## src/rtl/gerenciador_rolhas.sv

```systemverilog
// Cork supply stage: warehouse stock and dispenser count, batch refills on request,
// per-cork consumption from sealing, and low-cork / busy / error indications.
module gerenciador_rolhas #(
    parameter logic [7:0] ESTOQUE_INICIAL = 8'd20,
    parameter logic [7:0] ESTOQUE_MAX     = 8'd99,
    parameter logic [7:0] DISP_MAX        = 8'd15,
    parameter logic [7:0] LOTE            = 8'd5,
    parameter logic [7:0] LIMIAR          = 8'd5
) (
    input  logic       clk,
    input  logic       reset,
    input  logic       add_rolha,
    input  logic       consome,
    input  logic       switch_add_estoque,
    output logic [7:0] estoque,
    output logic [7:0] rolha_disponivel,
    output logic       tem_5,
    output logic       tem_rolha,
    output logic       estoque_vazio,
    output logic       ocupado,
    output logic       transf_done,
    output logic       erro
);

    typedef enum logic [1:0] {
        OCIOSO    = 2'd0,
        TRANSFERE = 2'd1,
        FIM       = 2'd2
    } state_t;

    state_t     state_r, state_next_s;
    logic [7:0] est_r, disp_r, batch_r;
    logic [7:0] est_dec_s, est_next_s, disp_inc_s, disp_next_s, batch_next_s;
    logic       add_r, con_r, sw_r, arm_r, erro_r;
    logic       add_ev_s, con_ev_s, sw_ev_s, move_s, con_err_s, fsm_err_s;

    function automatic logic [7:0] sat_add(input logic [7:0] a, input logic [7:0] b,
                                           input logic [7:0] lim);
        logic [8:0] sum;
        sum = {1'b0, a} + {1'b0, b};
        if (sum > {1'b0, lim}) begin
            return lim;
        end else begin
            return sum[7:0];
        end
    endfunction

    // Events are gated by arm_r so a level already high when reset releases is not an edge.
    assign add_ev_s = arm_r & add_rolha & ~add_r;
    assign con_ev_s = arm_r & consome & ~con_r;
    assign sw_ev_s  = arm_r & switch_add_estoque & ~sw_r;
    assign move_s   = (state_r == TRANSFERE) && (est_r != 8'd0) && (disp_r < DISP_MAX);

    // Next counter values: transfer move, consumption and stock addition combined.
    always_comb begin
        est_dec_s   = est_r;
        est_next_s  = est_r;
        disp_inc_s  = disp_r;
        disp_next_s = disp_r;
        con_err_s   = 1'b0;
        if (move_s) begin
            est_dec_s  = est_r - 8'd1;
            disp_inc_s = disp_r + 8'd1;
        end else begin
            est_dec_s  = est_r;
            disp_inc_s = disp_r;
        end
        if (sw_ev_s) begin
            est_next_s = sat_add(est_dec_s, LOTE, ESTOQUE_MAX);
        end else begin
            est_next_s = est_dec_s;
        end
        if (con_ev_s) begin
            if (disp_inc_s == 8'd0) begin
                con_err_s   = 1'b1;
                disp_next_s = 8'd0;
            end else begin
                disp_next_s = disp_inc_s - 8'd1;
            end
        end else begin
            disp_next_s = disp_inc_s;
        end
    end

    // Transfer FSM next state, batch counter and error conditions.
    always_comb begin
        state_next_s = state_r;
        batch_next_s = batch_r;
        fsm_err_s    = 1'b0;
        case (state_r)
            OCIOSO: begin
                if (add_ev_s) begin
                    if (est_r == 8'd0) begin
                        fsm_err_s = 1'b1;
                    end else if (disp_r < DISP_MAX) begin
                        batch_next_s = 8'd0;
                        state_next_s = TRANSFERE;
                    end else begin
                        state_next_s = OCIOSO;
                    end
                end else begin
                    state_next_s = OCIOSO;
                end
            end
            TRANSFERE: begin
                if (move_s) begin
                    batch_next_s = batch_r + 8'd1;
                    if ((batch_next_s == LOTE) || (est_next_s == 8'd0) ||
                        (disp_next_s >= DISP_MAX)) begin
                        state_next_s = FIM;
                    end else begin
                        state_next_s = TRANSFERE;
                    end
                    // Only a stock shortfall makes a short batch an error.
                    fsm_err_s = (est_next_s == 8'd0) && (batch_next_s < LOTE);
                end else begin
                    state_next_s = FIM;
                end
            end
            FIM: begin
                state_next_s = OCIOSO;
            end
            default: begin
                state_next_s = OCIOSO;
            end
        endcase
    end

    // State, counters, edge detectors and error pulse register.
    always_ff @(posedge clk or negedge reset) begin
        if (!reset) begin
            state_r <= OCIOSO;
            est_r   <= ESTOQUE_INICIAL;
            disp_r  <= 8'd0;
            batch_r <= 8'd0;
            add_r   <= 1'b0;
            con_r   <= 1'b0;
            sw_r    <= 1'b0;
            arm_r   <= 1'b0;
            erro_r  <= 1'b0;
        end else begin
            state_r <= state_next_s;
            est_r   <= est_next_s;
            disp_r  <= disp_next_s;
            batch_r <= batch_next_s;
            add_r   <= add_rolha;
            con_r   <= consome;
            sw_r    <= switch_add_estoque;
            arm_r   <= 1'b1;
            erro_r  <= con_err_s | fsm_err_s;
        end
    end

    assign estoque          = est_r;
    assign rolha_disponivel = disp_r;
    assign tem_5            = (disp_r == LIMIAR);
    assign tem_rolha        = (disp_r != 8'd0);
    assign estoque_vazio    = (est_r == 8'd0);
    assign ocupado          = (state_r == TRANSFERE);
    assign transf_done      = (state_r == FIM);
    assign erro             = erro_r;

endmodule
```

## config.mk

```make
export PLATFORM = sky130hd
export DESIGN_NAME = gerenciador_rolhas
export DESIGN_NICKNAME = d
export VERILOG_FILES = /design/src/rtl/gerenciador_rolhas.sv
export SDC_FILE = /design/constraint.sdc
export NUM_CORES = 1
export LEC_CHECK = 0
export CAP_MARGIN = 20
export CELL_PAD_IN_SITES_DETAIL_PLACEMENT = 1
export CELL_PAD_IN_SITES_GLOBAL_PLACEMENT = 1
export CORE_ASPECT_RATIO = 1.4
export CORE_UTILIZATION = 47
export DETAILED_ROUTE_END_ITERATION = 6
export GPL_TIMING_DRIVEN = 0
export PLACE_DENSITY_LB_ADDON = 0.1
export SYNTH_ARGS = -nofsm -noshare
export SYNTH_HDL_FRONTEND = slang
export SYNTH_SLANG_ARGS = --single-unit
```

## constraint.sdc

```tcl
create_clock -name clk -period 6.7 [get_ports clk]
set_clock_uncertainty 0.1 [all_clocks]
set_input_delay 1.34 -clock clk [delete_from_list [all_inputs] [get_ports clk]]
set_output_delay 1.34 -clock clk [all_outputs]
set_load 0.01 [all_outputs]
```

==> impl_metrics.ini <==
[global_route]
grt_pass1_wl_mm = 11.8
antenna_found_initial = 0
track_usage_pct = 27.7
grt_max_degree = 32
grt.overflow.total = 0
grt_pass1_vias = 2405

[placement]
preCtsSetupSlack_ns = 1.49
placed_area_um2 = 2860
hpwl_mm = 5.42
globalplace.congestion = 0.877
numPortBuffers = 26

[synth]
synth_area_leaders = dfrtp_1 (29%), ha_1 (5.5%), nor2_1 (5.4%)
ys_seq_area_share_pct = 30.9
ys_top_cells_by_count = nor2_1 (36), dfrtp_1 (29), nand2_1 (26)
synth_most_common_cell = nor2_1
synth.largest_area_cell = dfrtp_1
synth.top_cell.area_share_pct = 28.8
syn-cell-area_um2 = 2520
synth_seq_cells = 31
async_flop_share_pct = 100
synth-edff-count = 0
ys_warn_count = 0
syn-num-nets = 309
syn_area_per_cell_um2 = 8.60
synth.distinct_cells = 61
synthCells = 293
ys.flop_type = dfrtp_1

[outcome]
run_status = completed

[cts]
htree_levels = 2
clk_pin_slew_ns = 0.07
clk_latency_ns = 0.29
cts.sinks = 31
cts_root_buf = clkbuf_8
cts_tree = done
clock_path_buffers = 2
cts_setup_buffers = 0
ctsHoldBuffers = 0
cts_made_buffers = 5
cts_resized = 0

[routing]
drt_wl_total_mm = 7.24
wl_per_cell_um = 18.4
first_iter_violations = 88
num_vias = 2366
dr.pass1.iters = 4
ant_nets = 0
avgViaCountPerCell = 6.02
drcViolationCount = 0

[finish]
drive_gt1_share_pct = 11.9
nFillCells = 649
fin_nets = 342
diodes = 0
final_area_um2 = 2960
syn2layout_area_growth_pct = 17.5

[worst_hold_path]
holdPathEnd = batch_r[4]
min_path_cells = 1
hp-start = batch_r[4]
hp-class = flop to flop

[worst_setup_path]
start_kind = flop
worst-path-max-fanout = 10
crit_chain = inv_1 -> ha_1 -> or3b_2 -> o2111ai_4 -> clkbuf_1 -> nand2_1 -> o21ai_0 -> ha_1 -> o41ai_1 -> or4_4 -> a21o_4 -> a31oi_1 -> nor3_1 -> or3_1 -> a211o_1 -> o41ai_2
slowest_stage = or4_4
worstPathArrival_ns = 5.39
crit_top_cell = ha_1
critPathMaxStageDelay_ns = 0.59
startpoint = estoque[0]
r2r-start = estoque[0]
ff2ff_setup_slack_ns = 1.41
r2r_end = erro
rr_worst_depth = 16
critPathKind = flop to flop
cp-end-kind = flop
crit_buf_inv = 2
critical_path_depth = 16
cp.required_ns = 6.79
critPathTopFamily = compound AO/OA/AOI/OAI gates

[floorplan]
ioPinCount = 27
start_util_pct = 48.8
coreArea_um2 = 5160
rows = 31
die-height_um = 88.6
dieArea_um2 = 5660
dieWidth_um = 63.9

[timing]
tns_ns = 0
fmax_mhz = 189
max_slew_margin_pct = 49.9
fin_crit_sh_pct = 79.0
holdWs_ns = 0.433
final_hold_viol_count = 0
worstMarginPinSlew_ns = 0.752
period_needed_ns = 5.29
fin_ws_ns = 1.41
setup_viol_count_final = 0
rsz0062_at_grt = no
maxSlewViolCount = 0

[power_and_ir_drop]
p_per_area_nw_per_um2 = 480
design_power_total_mw = 1.42
ir_drop_mv = 0.315
p_leak_nw = 1.26

[flow_run]
cap_violations = 0
-- worst register-to-register path, delay by kind of cell, from the launching register on --
kind | cells | cell delay, ns
DFF | 1 | 0.49
and+or+nand+nor | 5 | 1.67
adders and majority gates | 2 | 0.55
buffers and inverters | 2 | 0.58
AOI/OAI and AO/OA | 7 | 1.78
-- cells in the final DEF, fill, tap and decap left out, types with 2 or more instances in the layout --
master / synthesis / routed
a211o_1: 2 / 2
a211oi_1: 3 / 3
a21oi_1: 12 / 12
a22oi_1: 2 / 2
a31oi_1: 7 / 7
and2_1: 4 / 4
and3_1: 8 / 8
buf_2: 2 / 3
clkbuf_1: 6 / 6
clkbuf_8: 0 / 7
clkdlybuf4s50_1: 0 / 25
dfrtp_1: 29 / 29
dfstp_2: 2 / 2
ha_1: 11 / 11
inv_1: 11 / 11
mux2_2: 5 / 5
mux2i_1: 6 / 6
nand2_1: 26 / 26
nand2b_1: 5 / 5
nand3_1: 13 / 13
nand3b_1: 2 / 2
nor2_1: 36 / 36
nor2b_1: 5 / 5
nor3_1: 6 / 6
nor3b_1: 3 / 3
nor4_1: 3 / 3
nor4b_1: 2 / 2
o2111ai_1: 2 / 2
o21ai_0: 16 / 16
o22ai_1: 4 / 4
o311ai_0: 2 / 2
o31ai_1: 7 / 7
or2_2: 4 / 4
or3_1: 6 / 6
or3b_2: 2 / 2
or4_4: 3 / 3
xnor2_1: 4 / 4
xnor2_2: 2 / 2
xor2_1: 6 / 6
-- layer usage --
layer	up-vias	wire length, µm	track usage [%]
met2	38	3990	55.2
met1	1172	2860	28.6
met3	15	183	3.48
met5	-	0	0
met4	0	204	11.6
li1	1141	-	-
-- cell families (layout without fill, tap and decap cells) --
group | Yosys count | after routing | synth area share [%]
adder cells (fa/ha/maj) | 11 | 11 | 5.46
AO/OA/AOI/OAI | 73 | 73 | 21.6
XOR/XNOR | 13 | 13 | 5.71
buffers and inverters | 20 | 54 | 3.38
AND/OR/NAND/NOR | 133 | 133 | 28.2
multiplexers | 11 | 11 | 4.62
other | 1 | 1 | 0.149
flip-flops | 31 | 31 | 30.9
-- metrics by stage --
stage,utilization [%],std cells
detailed placement,55.4,385
global placement,55.5,385
CTS,57.4,393
floorplan,-,293
finish,57.4,393
global route,57.4,393
-- layout make-up --
cell class | count | area (µm²) | area share, %
Clock inverter | 1 | 7.51 | 0.254
Timing Repair Buffer | 26 | 255 | 8.62
Sequential cell | 31 | 778 | 26.3
Buffer | 9 | 43.8 | 1.48
Multi-Input combinational cell | 242 | 1660 | 55.9
Tap cell | 66 | 82.6 | 2.79
Clock buffer | 7 | 96.3 | 3.25
Inverter | 11 | 41.3 | 1.39
-- flip-flops by register name, indices dropped and copies added, names as in the netlist --
name,flops
arm_r,1
con_r,1
estoque,8
sw_r,1
state_r,2
batch_r,8
rolha_disponivel,8
add_r,1
erro,1
-- worst max-delay path by stage --
stage | end | slack [ns]
after CTS | erro | 1.43
after floorplan | erro | 2.21
final | erro | 1.41
after global placement | erro | 1.54
after detailed placement | erro | 1.49
after global routing | state_r[0] | 1.11
-- power by group --
part           switching (mW)  total, mW  internal [mW]  leakage, nW
Combinational           0.509      0.903          0.394        0.816
Sequential             0.0944      0.341          0.247        0.392
Clock                  0.0818      0.175         0.0936       0.0505
Total                   0.685       1.42          0.735         1.26
(Power assumes the default switching activity.)
